<file path="config.mk">
export PLATFORM = sky130hd
export DESIGN_NAME = serial_reg_responder
export DESIGN_NICKNAME = d
export VERILOG_FILES = /design/src/rtl/serial_reg_responder.sv
export SDC_FILE = /design/constraint.sdc
export NUM_CORES = 1
export LEC_CHECK = 0
export ABC_AREA = 1
export CAP_MARGIN = 20
export CORE_MARGIN = 2
export CORE_UTILIZATION = 53
export CTS_CLUSTER_SIZE = 24
export DETAILED_ROUTE_END_ITERATION = 8
export GPL_TIMING_DRIVEN = 1
export PLACE_DENSITY_LB_ADDON = 0.05
export SYNTH_ARGS = -nofsm -noshare
export SYNTH_HDL_FRONTEND = slang
export SYNTH_SLANG_ARGS = --single-unit
</file>
<file path="constraint.sdc">
create_clock -name clk -period 2.44 [get_ports clk]
set_clock_uncertainty 0.15 [all_clocks]
set_input_delay 0.244 -clock clk [delete_from_list [all_inputs] [get_ports clk]]
set_output_delay 0.244 -clock clk [all_outputs]
set_load 0.01 [all_outputs]
</file>
<file path="src/rtl/serial_reg_responder.sv">
// serial_reg_responder: bit-serial write/read frame decoder owning a small register bank
module serial_reg_responder #(
  parameter int NREG = 8,
  parameter int DW   = 8
) (
  input  logic                 clk,
  input  logic                 rst_n,
  input  logic                 sdi,
  output logic                 sdo,
  output logic                 sdo_oe,
  output logic                 busy,
  output logic                 wr_strobe,
  output logic                 err,
  output logic [NREG*DW-1:0]   regs
);
  typedef enum logic [2:0] {IDLE, CMD, ADDR, WDATA, STOP, TURN, RDATA} state_t;
  state_t state_q, state_d;
  logic rw_q, rw_d;
  logic [2:0] addr_q, addr_d;
  logic [5:0] cnt_q, cnt_d;
  logic [DW-1:0] sh_q, sh_d;
  logic [NREG*DW-1:0] regs_q, regs_d;
  logic sdo_q, sdo_d, oe_q, oe_d, busy_q, busy_d, wr_q, wr_d, err_q, err_d;
  logic addr_ok;
  assign addr_ok = {1'b0, addr_q} < 4'(NREG);
  // next-state, shift/counter and registered-output logic for the frame FSM
  always_comb begin
    state_d = state_q;
    rw_d = rw_q;
    addr_d = addr_q;
    cnt_d = cnt_q;
    sh_d = sh_q;
    regs_d = regs_q;
    sdo_d = 1'b0;
    oe_d = 1'b0;
    wr_d = 1'b0;
    err_d = 1'b0;
    case (state_q)
      IDLE: state_d = sdi ? IDLE : CMD;
      CMD: begin
        rw_d = sdi;
        cnt_d = '0;
        state_d = ADDR;
      end
      ADDR: begin
        addr_d = {addr_q[1:0], sdi};
        cnt_d = cnt_q + 6'd1;
        if (cnt_q == 6'd2) begin
          cnt_d = '0;
          state_d = rw_q ? WDATA : TURN;
          if (!rw_q) begin
            sh_d = '0;
            for (int k = 0; k < NREG; k++)
              if (3'(k) == addr_d) sh_d = regs_q[k*DW +: DW];
          end
        end
      end
      WDATA: begin
        sh_d = DW'({sh_q, sdi});
        cnt_d = cnt_q + 6'd1;
        state_d = (cnt_q == 6'(DW - 1)) ? STOP : WDATA;
      end
      STOP: begin
        state_d = IDLE;
        wr_d = sdi && addr_ok;
        err_d = !(sdi && addr_ok);
        for (int k = 0; k < NREG; k++)
          if (wr_d && 3'(k) == addr_q) regs_d[k*DW +: DW] = sh_q;
      end
      TURN: begin
        state_d = RDATA;
        err_d = !addr_ok;
        sdo_d = sh_q[DW-1];
        oe_d = 1'b1;
        sh_d = sh_q << 1;
        cnt_d = 6'd1;
      end
      RDATA: begin
        state_d = (cnt_q == 6'(DW)) ? IDLE : RDATA;
        oe_d = cnt_q != 6'(DW);
        sdo_d = oe_d & sh_q[DW-1];
        sh_d = oe_d ? sh_q << 1 : sh_q;
        cnt_d = oe_d ? cnt_q + 6'd1 : cnt_q;
      end
      default: state_d = IDLE;
    endcase
    busy_d = state_d != IDLE;
  end
  // state and output registers, cleared asynchronously
  always_ff @(posedge clk or negedge rst_n) begin
    if (!rst_n) begin
      state_q <= IDLE;
      rw_q <= 1'b0;
      addr_q <= '0;
      cnt_q <= '0;
      sh_q <= '0;
      regs_q <= '0;
      sdo_q <= 1'b0;
      oe_q <= 1'b0;
      busy_q <= 1'b0;
      wr_q <= 1'b0;
      err_q <= 1'b0;
    end else begin
      state_q <= state_d;
      rw_q <= rw_d;
      addr_q <= addr_d;
      cnt_q <= cnt_d;
      sh_q <= sh_d;
      regs_q <= regs_d;
      sdo_q <= sdo_d;
      oe_q <= oe_d;
      busy_q <= busy_d;
      wr_q <= wr_d;
      err_q <= err_d;
    end
  end
  assign sdo = sdo_q;
  assign sdo_oe = oe_q;
  assign busy = busy_q;
  assign wr_strobe = wr_q;
  assign err = err_q;
  assign regs = regs_q;
endmodule
</file>
==> run summary, run 1 <==
The flow ran to the end, and the final reports show no timing, DRC or antenna violations. The cell row count is 32. The area of the die is 0.00866 mm2. Using the TritonRoute via totals, the vias-per-cell ratio works out to 5.37. The die boundary height came out at 93.0 um.

The number of max-slew violations in the final report came out at 0. The power density over the cells came out at 1120 mW/mm2. The startpoint class of the critical path is a flip-flop. The count of nets left with antenna violations after detail routing is 0.

The count of different cell masters after synthesis is 22. The routed wire length per instance came out at 15.1 um. Setup repair after global routing left no endpoint under its margin. The library cell with the highest instance count after synthesis is nand2_1. Of the post-synthesis cell area, the dominant cell type holds 0.536.

The first global-routing pass estimated 17.5 mm of wire. The initial antenna violation count is 0. Data on the critical path arrives at its endpoint at 2.22 ns.

The worst register-to-register path ends at sh_q[4]$_DFFE_PN0P_. The gate count after technology mapping is 514. The clock insertion delay at the later pin of the skew report is 0.35 ns. VDD sags by at most 0.000431 V. The last weighted congestion value of the routability-driven placer came out at 0.868. In this run the worst hold path is classified as primary input to async pin. The total congestion overflow is 0.

Ranked by instance count, the synthesized netlist is headed by nand2_1, nor2_1, dfrtp_1. The aggregate routed wire length came out at 10.5 mm. The final critical-path required period came out at 2.09 ns. The upper clock frequency limit is 0.478 GHz. The worst reg-to-reg path cell count is 8.

The CTS tree is built. The clock transition time at the flip-flop clock pins of the worst setup and hold paths came out at 0.08 ns. The growth of design area from synthesis to finish is 25.3%. Detailed placement ended at an HPWL of 7.75 mm. The async set-reset flop share out of synthesis came out at 1.00. After filler insertion, the fill cell instance count of the layout stands at 670.

The flip-flop and latch count after synthesis is 90. The final hold violation count was 0. Counting every sink on the clock net gives 90. The total standard cell area after synthesis came out at 0.00420 mm2. The first detailed-routing pass ran for 5 iterations. Dividing the final minimum period by the clock period gives 0.858. The count of buffers from port buffering is 71. The maximum clock insertion buffer count came out at 2.

After the first detailed-routing iteration, the DRC count stood at 197. In the post-synthesis netlist, the biggest area contributors are dfrtp_1, nand2_1, nor2_1, a21oi_1, inv_1. The post-detailed-placement cell area came out at 0.00504 mm2.

The number of global-route vias before repair came out at 3,510. In this run the horizontal extent of the chip is 93.0 um. The largest total area in the synthesized netlist belongs to dfrtp_1.

The static leakage is 2.41 nW. The CTS H-tree depth came out at 3. Detailed routing inserted a total of 3,748 vias.

The total track usage is 0.260. The synthesized design contains 0 enable-type register cells. The number of antenna repair diodes is 0. The final setup violation count came out at 0. The effective utilization at floorplan came out at 0.547. In the routed design, unresolved DRC markers number 0. The pin count of the biggest net entering global routing is 57. The Yosys step of the flow raised 0 warnings. For the final routed database, the setup TNS stands at 0 ns. STA puts the critical path data required time at 2.57 ns.

The synthesized area divided by synthesized cell count is 8.17 um2. The final design instance area without fill is 0.00526 mm2. STA classifies the critical path endpoint as a flip-flop. The ratio of cells with drive above 1 in the final layout came out at 0.0789.

The actual transition at the worst max-transition pin came out at 0.532 ns. The CTS buffer count came out at 9. The number of nets at the end of the flow is 598. The number of nets handed over by synthesis was 520. The sequential area share after synthesis came out at 0.536. The core area is 0.00769 mm2.

The reported max-cap violation count came out at 0. The category of the critical setup timing path is flip-flop to flip-flop. The normalized max-slew margin came out at 0.644. Among all flip-flop cells after synthesis, the most frequent one is dfrtp_1. The number of primary I/O pins came out at 72. For flop-to-flop paths, the worst setup slack is 0.35 ns. Clock tree synthesis selected as its root buffer the cell clkbuf_8. The quantity of gates resized following cts came out at 0. Along the worst path, the maximum fanout reaches 9. The startpoint identified for the worst register-to-register timing path is cnt_q[0]$_DFFE_PN0P_.
==> worst max path at each step <==
stage,startpoint,to,cells after the start
2_1_floorplan,cnt_q[0]$_DFFE_PN0P_,sh_q[0]$_DFFE_PN0P_,8
3_3_place_gp,sdi,regs[27]$_DFFE_PN0P_,6
3_5_place_dp,sdi,regs[41]$_DFFE_PN0P_,6
4_1_cts,cnt_q[0]$_DFFE_PN0P_,sh_q[3]$_DFFE_PN0P_,8
5_1_grt,state_q[0]$_DFF_PN0_,sh_q[3]$_DFFE_PN0P_,9
6_report,cnt_q[0]$_DFFE_PN0P_,sh_q[4]$_DFFE_PN0P_,8
==> per-layer routing <==
metal	track usage	share of wire	vias to the layer above
met4	0.0944	0.018	0
met1	0.402	0.47	1764
met5	0	0	-
met3	0.0371	0.067	19
li1	-	-	1813
met2	0.374	0.45	152
==> report_power, final <==
| group | leakage (nW) | internal [mW] | total, mW | switching [mW] |
|---|---|---|---|---|
| sequential | 1.09 | 1.91 | 2.34 | 0.423 |
| clock | 0.112 | 0.598 | 1.11 | 0.516 |
| combinational | 1.21 | 1.00 | 2.44 | 1.43 |
| total | 2.41 | 3.51 | 5.89 | 2.37 |
==> what timing repair did <==
| action | CTS | global route |
|---|---|---|
| endpoints found under the hold margin | 34 | 0 |
| setup buffers | 0 | 0 |
| hold buffers | 1 | 0 |
==> worst max-delay path, cell delays in order, from the launching register on <==
cell	delay (ns)
dfrtp_1	0.39
inv_1	0.13
ha_1	0.16
nand4_1	0.18
o21ai_0	0.32
nand3_2	0.26
inv_2	0.23
nor2_1	0.06
a21oi_1	0.13
==> through the flow <==
stage / utilization / hold slack (ns) / power, mW / instances / worst slack (ns)
floorplan: - / -0.202 / 3.67 / 514 / 0.720
global placement: 0.655 / 0.0709 / 4.71 / 682 / 0.306
detailed placement: 0.655 / 0.0724 / 4.77 / 682 / 0.292
CTS: 0.685 / 0.234 / 5.89 / 698 / 0.363
global route: 0.685 / 0.262 / 6.28 / 698 / 0.133
finish: 0.685 / 0.222 / 5.89 / 698 / 0.347
==> cell families (layout without fill, tap and decap cells) <==
logic type | after synthesis | count (layout) | share of synthesized area
and+or+nand+nor | 250 | 250 | 0.264
AOI/OAI and AO/OA | 99 | 99 | 0.119
DFF | 90 | 90 | 0.536
buffers and inverters | 70 | 152 | 0.0685
adders and majority gates | 3 | 3 | 0.00893
xor gates and xnor gates | 2 | 2 | 0.00417
==> cell type report <==
type	count	area, um2	area share
clock inverters	5	78.8	0.0150
multi-input cells	354	1660	0.316
well taps	102	128	0.0243
clock buffers	10	138	0.0262
inverters	57	214	0.0407
flip-flops and latches	90	2250	0.428
repair buffers	80	791	0.150
==> state kept, by name, indices dropped and copies added (netlist names) <==
signal / count
addr_q: 3
busy: 1
cnt_q: 6
err: 1
regs: 64
rw_q: 1
sdo: 1
sdo_oe: 1
sh_q: 8
state_q: 3
wr_strobe: 1
==> layout by cell type, fill, tap and decap left out, types with 3 or more instances in the layout <==
cell type,instances
nor2_2,3
clkbuf_8,10
inv_2,8
nand3_1,25
ha_1,3
nor2_1,91
clkdlybuf4s50_1,70
dfrtp_1,90
nand4_1,11
nor3_1,7
o21ai_1,13
nand2_1,101
inv_1,49
a21oi_1,61
nor3_2,3
nor2_4,6
o21ai_0,24
buf_4,8
(Power assumes the default switching activity.)
==> run 2: changes to the inputs <==
CELL_PAD_IN_SITES_DETAIL_PLACEMENT = 1   (was not set)
CELL_PAD_IN_SITES_GLOBAL_PLACEMENT = 2   (was not set)
CORE_UTILIZATION = 31   (was 53)
SETUP_SLACK_MARGIN = 0.2   (was not set)
==> run 2 against run 1 <==
Core utilization shrank 27 points. Via count shrank 1.9%. Critical path depth did not move. Critical endpoint is now sh_q[6]$_DFFE_PN0P_. Highest routed layer unchanged.
==> run summary, run 2 (synthesized netlist as in run 1, its figures left out) <==
The die boundary height is 120 um (+29%). In the layout the commonest cells are nand2_1, nor2_1, dfrtp_1. The global-route track usage on met3 came out at 0.0283 (-0.00876). In this run the worst hold path is classified as primary input to async pin. The ratio of cells with drive above 1 in the final layout came out at 0.0864 (+0.00752). The number of DRC markers in iteration 0 is 117 (-41%). The routed wire length per instance is 16.9 um (+12%).

The number of nets at the end of the flow came out at 603 (+0.84%). The total power of the final layout is 6.46 mW (+9.7%). The placed wire-length estimate after detailed placement came to 10.0 mm (+29%).

The static leakage came out at 2.48 nW (+2.9%). The clock insertion delay at the later pin of the skew report is 0.35 ns (about the same). The number of max-slew violations in the final report is 0 (unchanged). The core area is 0.0132 mm2 (+72%). The worst setup path is captured at a flip-flop.

The count of buffers from port buffering came to 71 (unchanged). The CTS H-tree depth came out at 3 (unchanged). The CTS buffer count came to 9 (unchanged). The number of instances in the placed design came to 761 (+12%). The final setup violation count came out at 0 (unchanged). The count of nets left with antenna violations after detail routing is 0 (unchanged).

The detailed-route DRC error count is 0 (unchanged). The maximum clock insertion buffer count came out at 2 (unchanged). The net switching fraction of the power is 0.399 (-0.00362).

The met2 capacity usage during global routing was 0.299 (-0.0757). The clock transition time at the flip-flop clock pins of the worst setup and hold paths is 0.07 ns (about the same). The wire length of the first global-routing pass was 21.9 mm (+25%). The normalized max-slew margin came out at 0.613 (-0.0313). The part of the total power dissipated in the clock network is 0.236 (+0.047). The die outline width is 120 um (+29%). The TritonCTS sink count came to 90 (unchanged). The total track usage came out at 0.197 (-0.0626). The number of primary I/O pins came out at 72 (unchanged). The CTS tree is built.

The cell row count is 42 (+31%). The flip-flop count of the largest register, all copies and words added is 64 (unchanged). The growth of design area from synthesis to finish came out at 31.1%. The final-layout worst hold slack is 0.219 ns (-0.00296 ns).

The required arrival time at the worst endpoint came to 2.56 ns (about the same). The pin count of the biggest net entering global routing came out at 41 (-28%). By startpoint and endpoint, the worst setup path is classified as flip-flop to flip-flop. The period utilization came out at 0.845 (-0.0129).

The final hold violation count is 0 (unchanged). The aggregate routed wire length is 13.1 mm (+25%). The proportion of power drawn by flip-flops and latches is 0.365 (-0.032). The initial antenna violation count was 0 (unchanged). The vias after detailed routing is 3,677 (-1.9%).

The last weighted congestion value of the routability-driven placer was 0.831 (-4.3%). The setup slack of the worst register-to-register path came out at 0.38 ns (+0.03 ns). The upper clock frequency limit came out at 0.485 GHz (+1.5%). The met1 capacity usage during global routing came to 0.291 (-0.111). The area of the die is 0.0145 mm2 (+68%). The reported max-cap violation count is 0 (unchanged). The layer flagged by global routing as most heavily used is met2.

The worst endpoint data arrival time came out at 2.18 ns (-0.04 ns). The number of antenna repair diodes is 0 (unchanged). The cell chosen for the clock root is clkbuf_16. The total congestion overflow came out at 0 (unchanged). The effective utilization at floorplan is 0.317 (-0.229).

The post-CTS repair timing setup buffer count is 0 (unchanged). In this run the critical register-to-register path is launched from cnt_q[0]$_DFFE_PN0P_. The startpoint class of the critical path is a flip-flop. The sum of negative setup slack is 0 ns (unchanged). The count of TritonRoute iterations in the first routing pass came to 4 (-1). The worst vdd rail ir drop came out at 0.000412 V (-4.3%).

The worst reg-to-reg path cell count was 8 (unchanged). The number of non-filler instances in the completed layout is 778 (+11%). The worst-path maximum fanout came out at 9 (unchanged).

The net switching power is 2.58 mW (+8.7%). The internal power consumption came out at 3.88 mW (+10%). The library cell used most frequently in the layout, excluding fill and tap cells, is nand2_1. The number of global-route vias before repair came to 3,896 (+11%).

The worst register-to-register path ends at sh_q[6]$_DFFE_PN0P_. Setup repair after global routing left no endpoint under its margin. The routed via count divided by cell count came out at 4.73 (-12%). The flow ran to the end, and the final reports show no timing, DRC or antenna violations.

The power density over the cells came out at 1170 mW/mm2 (+4.8%). The share of the core filled with cells in the final layout was 0.416 (-0.269). The part of the power in combinational logic came out at 0.399 (-0.015). The actual transition at the worst max-transition pin came out at 0.579 ns (+0.0469 ns).

The final critical-path required period is 2.06 ns (-0.0314 ns).
==> run 2: cell types whose count changed in the layout (fill, tap and decap cells not counted), sizes merged <==
| cell | change |
|---|---|
| clkinv | -2 |
| inv | +1 |
| clkbuf | +2 |
| buf | +5 |
==> run 2: layer usage <==
| layer | up-vias | part of all wire |
|---|---|---|
| li1 | 1824 | - |
| met1 | 1783 | 0.51 |
| met2 | 60 | 0.45 |
| met3 | 10 | 0.027 |
| met4 | 0 | 0.012 |
| met5 | - | 0 |
==> run 2: final cells by class <==
class | count | area [um2]
inverters | 57 | 214
clock inverters | 4 | 73.8
fillers | 1594 | 7740
flip-flops and latches | 90 | 2250
well taps | 176 | 220
repair buffers | 85 | 828
clock buffers | 12 | 246
multi-input cells | 354 | 1670
==> run 2: how the worst max path moves through the flow <==
stage / from / to / slack, ns
CTS: state_q[0]$_DFF_PN0_ / sh_q[6]$_DFFE_PN0P_ / 0.22
global placement: sdi / sh_q[3]$_DFFE_PN0P_ / 0.18
global route: cnt_q[0]$_DFFE_PN0P_ / sh_q[6]$_DFFE_PN0P_ / 0.21
finish: cnt_q[0]$_DFFE_PN0P_ / sh_q[6]$_DFFE_PN0P_ / 0.38
floorplan: cnt_q[0]$_DFFE_PN0P_ / sh_q[0]$_DFFE_PN0P_ / 0.72
detailed placement: sdi / sh_q[6]$_DFFE_PN0P_ / 0.13
==> run 2: repair_timing <==
item,4_1_cts,5_1_grt
endpoints found under the setup margin,1,8
endpoints found under the hold margin,26,0
hold buffers,1,0
resized for setup,1,2
pin swaps,0,0
==> run 2: worst max-delay path, stage by stage, from the launching register on <==
cell and delay, ns:
dfrtp_1 0.39, inv_1 0.14, ha_1 0.18, nand4_1 0.19
o21ai_1 0.32, nand3_4 0.20, inv_2 0.21, nor2_1 0.06
a21oi_1 0.14
==> run 2: through the flow <==
| stage | instance area [um2] | setup slack [ns] |
|---|---|---|
| after global placement | 5170 | 0.179 |
| final | 5510 | 0.378 |
| after floorplan | 4200 | 0.720 |
| after detailed placement | 5170 | 0.128 |
| after global routing | 5510 | 0.208 |
| after CTS | 5500 | 0.221 |
==> run 2: power by group through the flow <==
stage,Combinational [mW],Sequential (mW),Clock [mW]
after floorplan,1.29,2.38,0
after global placement,2.53,2.38,0
after detailed placement,2.59,2.39,0
after CTS,2.60,2.36,1.57
after global routing,2.89,2.43,1.62
final,2.58,2.36,1.52
==> run 3: changes to the inputs <==
CORE_UTILIZATION = 28   (was 31)
clock period = 1.8 ns   (was 2.44 ns; I/O delays follow)
==> run 3 against run 2 <==
The run now ends with setup timing left. Via count rose by 11%. Register-to-register slack got worse by 0.42 ns. Critical endpoint is now sh_q[3]$_DFFE_PN0P_. Final cell count rose by 9.8%. Global-route usage fell by 0.57 points. Non-clock buffer count rose by 68. Highest routed layer unchanged.
==> run summary, run 3 (synthesized netlist as in run 1, its figures left out) <==
The worst-path maximum fanout came out at 4 (-5). The pin count of the biggest net entering global routing came out at 91 (+120%). The period utilization came to 1.02 (+0.177). TritonCTS built the clock tree.

The actual transition at the worst max-transition pin came to 0.563 ns (-0.0163 ns). The placed wire-length estimate after detailed placement came to 10.2 mm (+2.1%). Leaving out fill and tap cells, the most frequent cells in the layout are dfrtp_1, nand2_1, buf_4. The count of TritonRoute iterations in the first routing pass is 5 (+1). The TritonCTS sink count came out at 90 (unchanged). The total track usage is 0.191 (-0.00569). The run finished, with violations left. The last weighted congestion value of the routability-driven placer is 0.770 (-7.4%). The number of max-slew violations in the final report came out at 0 (unchanged). The worst reg-to-reg path cell count came to 8 (unchanged). The count of buffers from port buffering is 71 (unchanged). The initial antenna violation count came to 0 (unchanged). The worst register-to-register path begins at cnt_q[0]$_DFFE_PN0P_. The final critical-path required period is 1.84 ns (-0.222 ns). The worst vdd rail ir drop came out at 0.000564 V (+37%). The number of DRC markers in iteration 0 came out at 171 (+46%). The vias after detailed routing came out at 4,084 (+11%).

The detailed-route DRC error count was 0 (unchanged). The critical path is of the flip-flop to flip-flop type. The number of global-route vias before repair came out at 4,153 (+6.6%). The wire length of the first global-routing pass is 23.5 mm (+7.6%). The cell row count came out at 44 (+4.8%). The static leakage is 3.31 nW (+34%). The number of antenna repair diodes is 0 (unchanged).

The normalized max-slew margin came out at 0.625 (+0.0118). The final reports fail on setup timing. The met1 capacity usage during global routing came out at 0.274 (-0.0162). Clock tree synthesis selected as its root buffer the cell clkbuf_16. The maximum clock insertion buffer count came out at 2 (unchanged).

The routed via count divided by cell count was 4.78 (+1.2%). Leaving out fill and tap cells, the most frequent cell in the layout is dfrtp_1. The CTS buffer count is 9 (unchanged). The sum of negative setup slack is -0.144 ns (-0.144 ns).

The die boundary height was 126 um (+5.0%). The global-route track usage on met3 came out at 0.0283 (-0.0000438). The upper clock frequency limit came to 0.544 GHz (+12%). The setup slack of the worst register-to-register path came out at -0.04 ns (-0.42 ns). The power density over the cells is 1500 mW/mm2 (+28%). The final setup violation count is 8 (+8).

The count of nets left with antenna violations after detail routing was 0 (unchanged). The minimum setup slack in the final design was -0.0395 ns (-0.418 ns). The worst setup path is launched from a flip-flop. The effective utilization at floorplan came out at 0.288 (-0.0293). The core area came to 0.0146 mm2 (+10%). The growth of design area from synthesis to finish is 68.9%. The required arrival time at the worst endpoint came out at 1.89 ns (-0.67 ns). The routed wire length per instance is 18.7 um (+11%).

The number of primary I/O pins is 72 (unchanged). The flip-flop count of the largest register, all copies and words added is 64 (unchanged). The worst endpoint data arrival time came to 1.93 ns (-0.25 ns). The die outline width came out at 126 um (+5.0%).

The ratio of cells with drive above 1 in the final layout came out at 0.406 (+0.320). The final-layout fill cell count is 1,655 (+3.8%). The final hold violation count came to 0 (unchanged). The CTS H-tree depth is 3 (unchanged). The clock insertion delay at the later pin of the skew report came out at 0.36 ns (about the same). The busiest layer in global routing is met2. The area of the die is 0.0160 mm2 (+10%).

The clock transition time at the flip-flop clock pins of the worst setup and hold paths is 0.07 ns (about the same). The aggregate routed wire length came out at 16.0 mm (+22%). The endpoint of the worst register-to-register path is sh_q[3]$_DFFE_PN0P_.

The total power of the final layout came out at 10.6 mW (+65%). The met2 capacity usage during global routing is 0.297 (-0.00209). The share of the core filled with cells in the final layout is 0.486 (+0.0706). The total congestion overflow is 0 (unchanged). Setup repair after global routing could not meet its margin everywhere. The endpoint type of the worst setup path is a flip-flop. The reported max-cap violation count came out at 0 (unchanged).

The number of nets at the end of the flow is 672 (+11%). The tightest min-delay check is of the primary input to async pin type.
## run 3: cell type report
| cell class | count | area, um2 | share of cell area |
|---|---|---|---|
| Timing Repair Buffer | 153 | 1580 | 0.222 |
| Clock inverter | 5 | 104 | 0.0146 |
| Multi-Input combinational cell | 355 | 2450 | 0.345 |
| Inverter | 57 | 248 | 0.0349 |
| Tap cell | 184 | 230 | 0.0324 |
| Sequential cell | 90 | 2260 | 0.319 |
| Clock buffer | 10 | 229 | 0.0323 |
## run 3: worst max-delay path, cell delays in order, from the launching register on
cell     delay (ns)
dfrtp_1        0.40
inv_2          0.12
ha_4           0.14
nand4_1        0.18
o21ai_4        0.27
buf_12         0.14
nand3_4        0.09
a21oi_2        0.16
a21oi_2        0.07
## run 3: worst max-delay path by stage
stage | from | endpoint | slack [ns] | depth (start not counted)
floorplan | cnt_q[0]$_DFFE_PN0P_ | sh_q[1]$_DFFE_PN0P_ | 0.17 | 9
global placement | sdi | sh_q[5]$_DFFE_PN0P_ | -0.37 | 10
detailed placement | sdi | sh_q[5]$_DFFE_PN0P_ | -0.39 | 10
CTS | cnt_q[0]$_DFFE_PN0P_ | sh_q[4]$_DFFE_PN0P_ | 0.008 | 8
global route | state_q[0]$_DFF_PN0_ | sh_q[2]$_DFFE_PN0P_ | -0.17 | 10
finish | cnt_q[0]$_DFFE_PN0P_ | sh_q[3]$_DFFE_PN0P_ | -0.04 | 8
## run 3: power by group
part           switching, mW  internal [mW]  total (mW)  leakage (nW)
Sequential             0.821           2.60        3.43          1.08
Combinational           2.81           2.22        5.02          2.07
Clock                  0.843           1.35        2.19         0.163
Total                   4.47           6.17        10.6          3.31
## run 3: repair_timing
action | CTS | global route
endpoints found under the setup margin | 133 | 94
setup buffers | 22 | 13
hold buffers | 1 | 0
gates cloned | 3 | 4
resized for setup | 124 | 199
hold endpoints to repair | 90 | 0
pin swaps | 14 | 23
## run 3: metal layers
metal	vias up	part of all wire
met3	11	0.034
met4	0	0.014
met5	-	0
li1	1972	-
met2	70	0.48
met1	2031	0.47
## run 3: metrics by stage
| stage | instances | hold WS, ns | setup slack (ns) | area (um2) |
|---|---|---|---|---|
| 2_1_floorplan | 514 | -0.266 | 0.174 | 4230 |
| 3_3_place_gp | 796 | 0.126 | -0.368 | 5470 |
| 5_1_grt | 854 | 0.264 | -0.175 | 7100 |
| 4_1_cts | 837 | 0.194 | 0.00815 | 6220 |
| 6_report | 854 | 0.233 | -0.0395 | 7100 |
| 3_5_place_dp | 796 | 0.126 | -0.390 | 5470 |
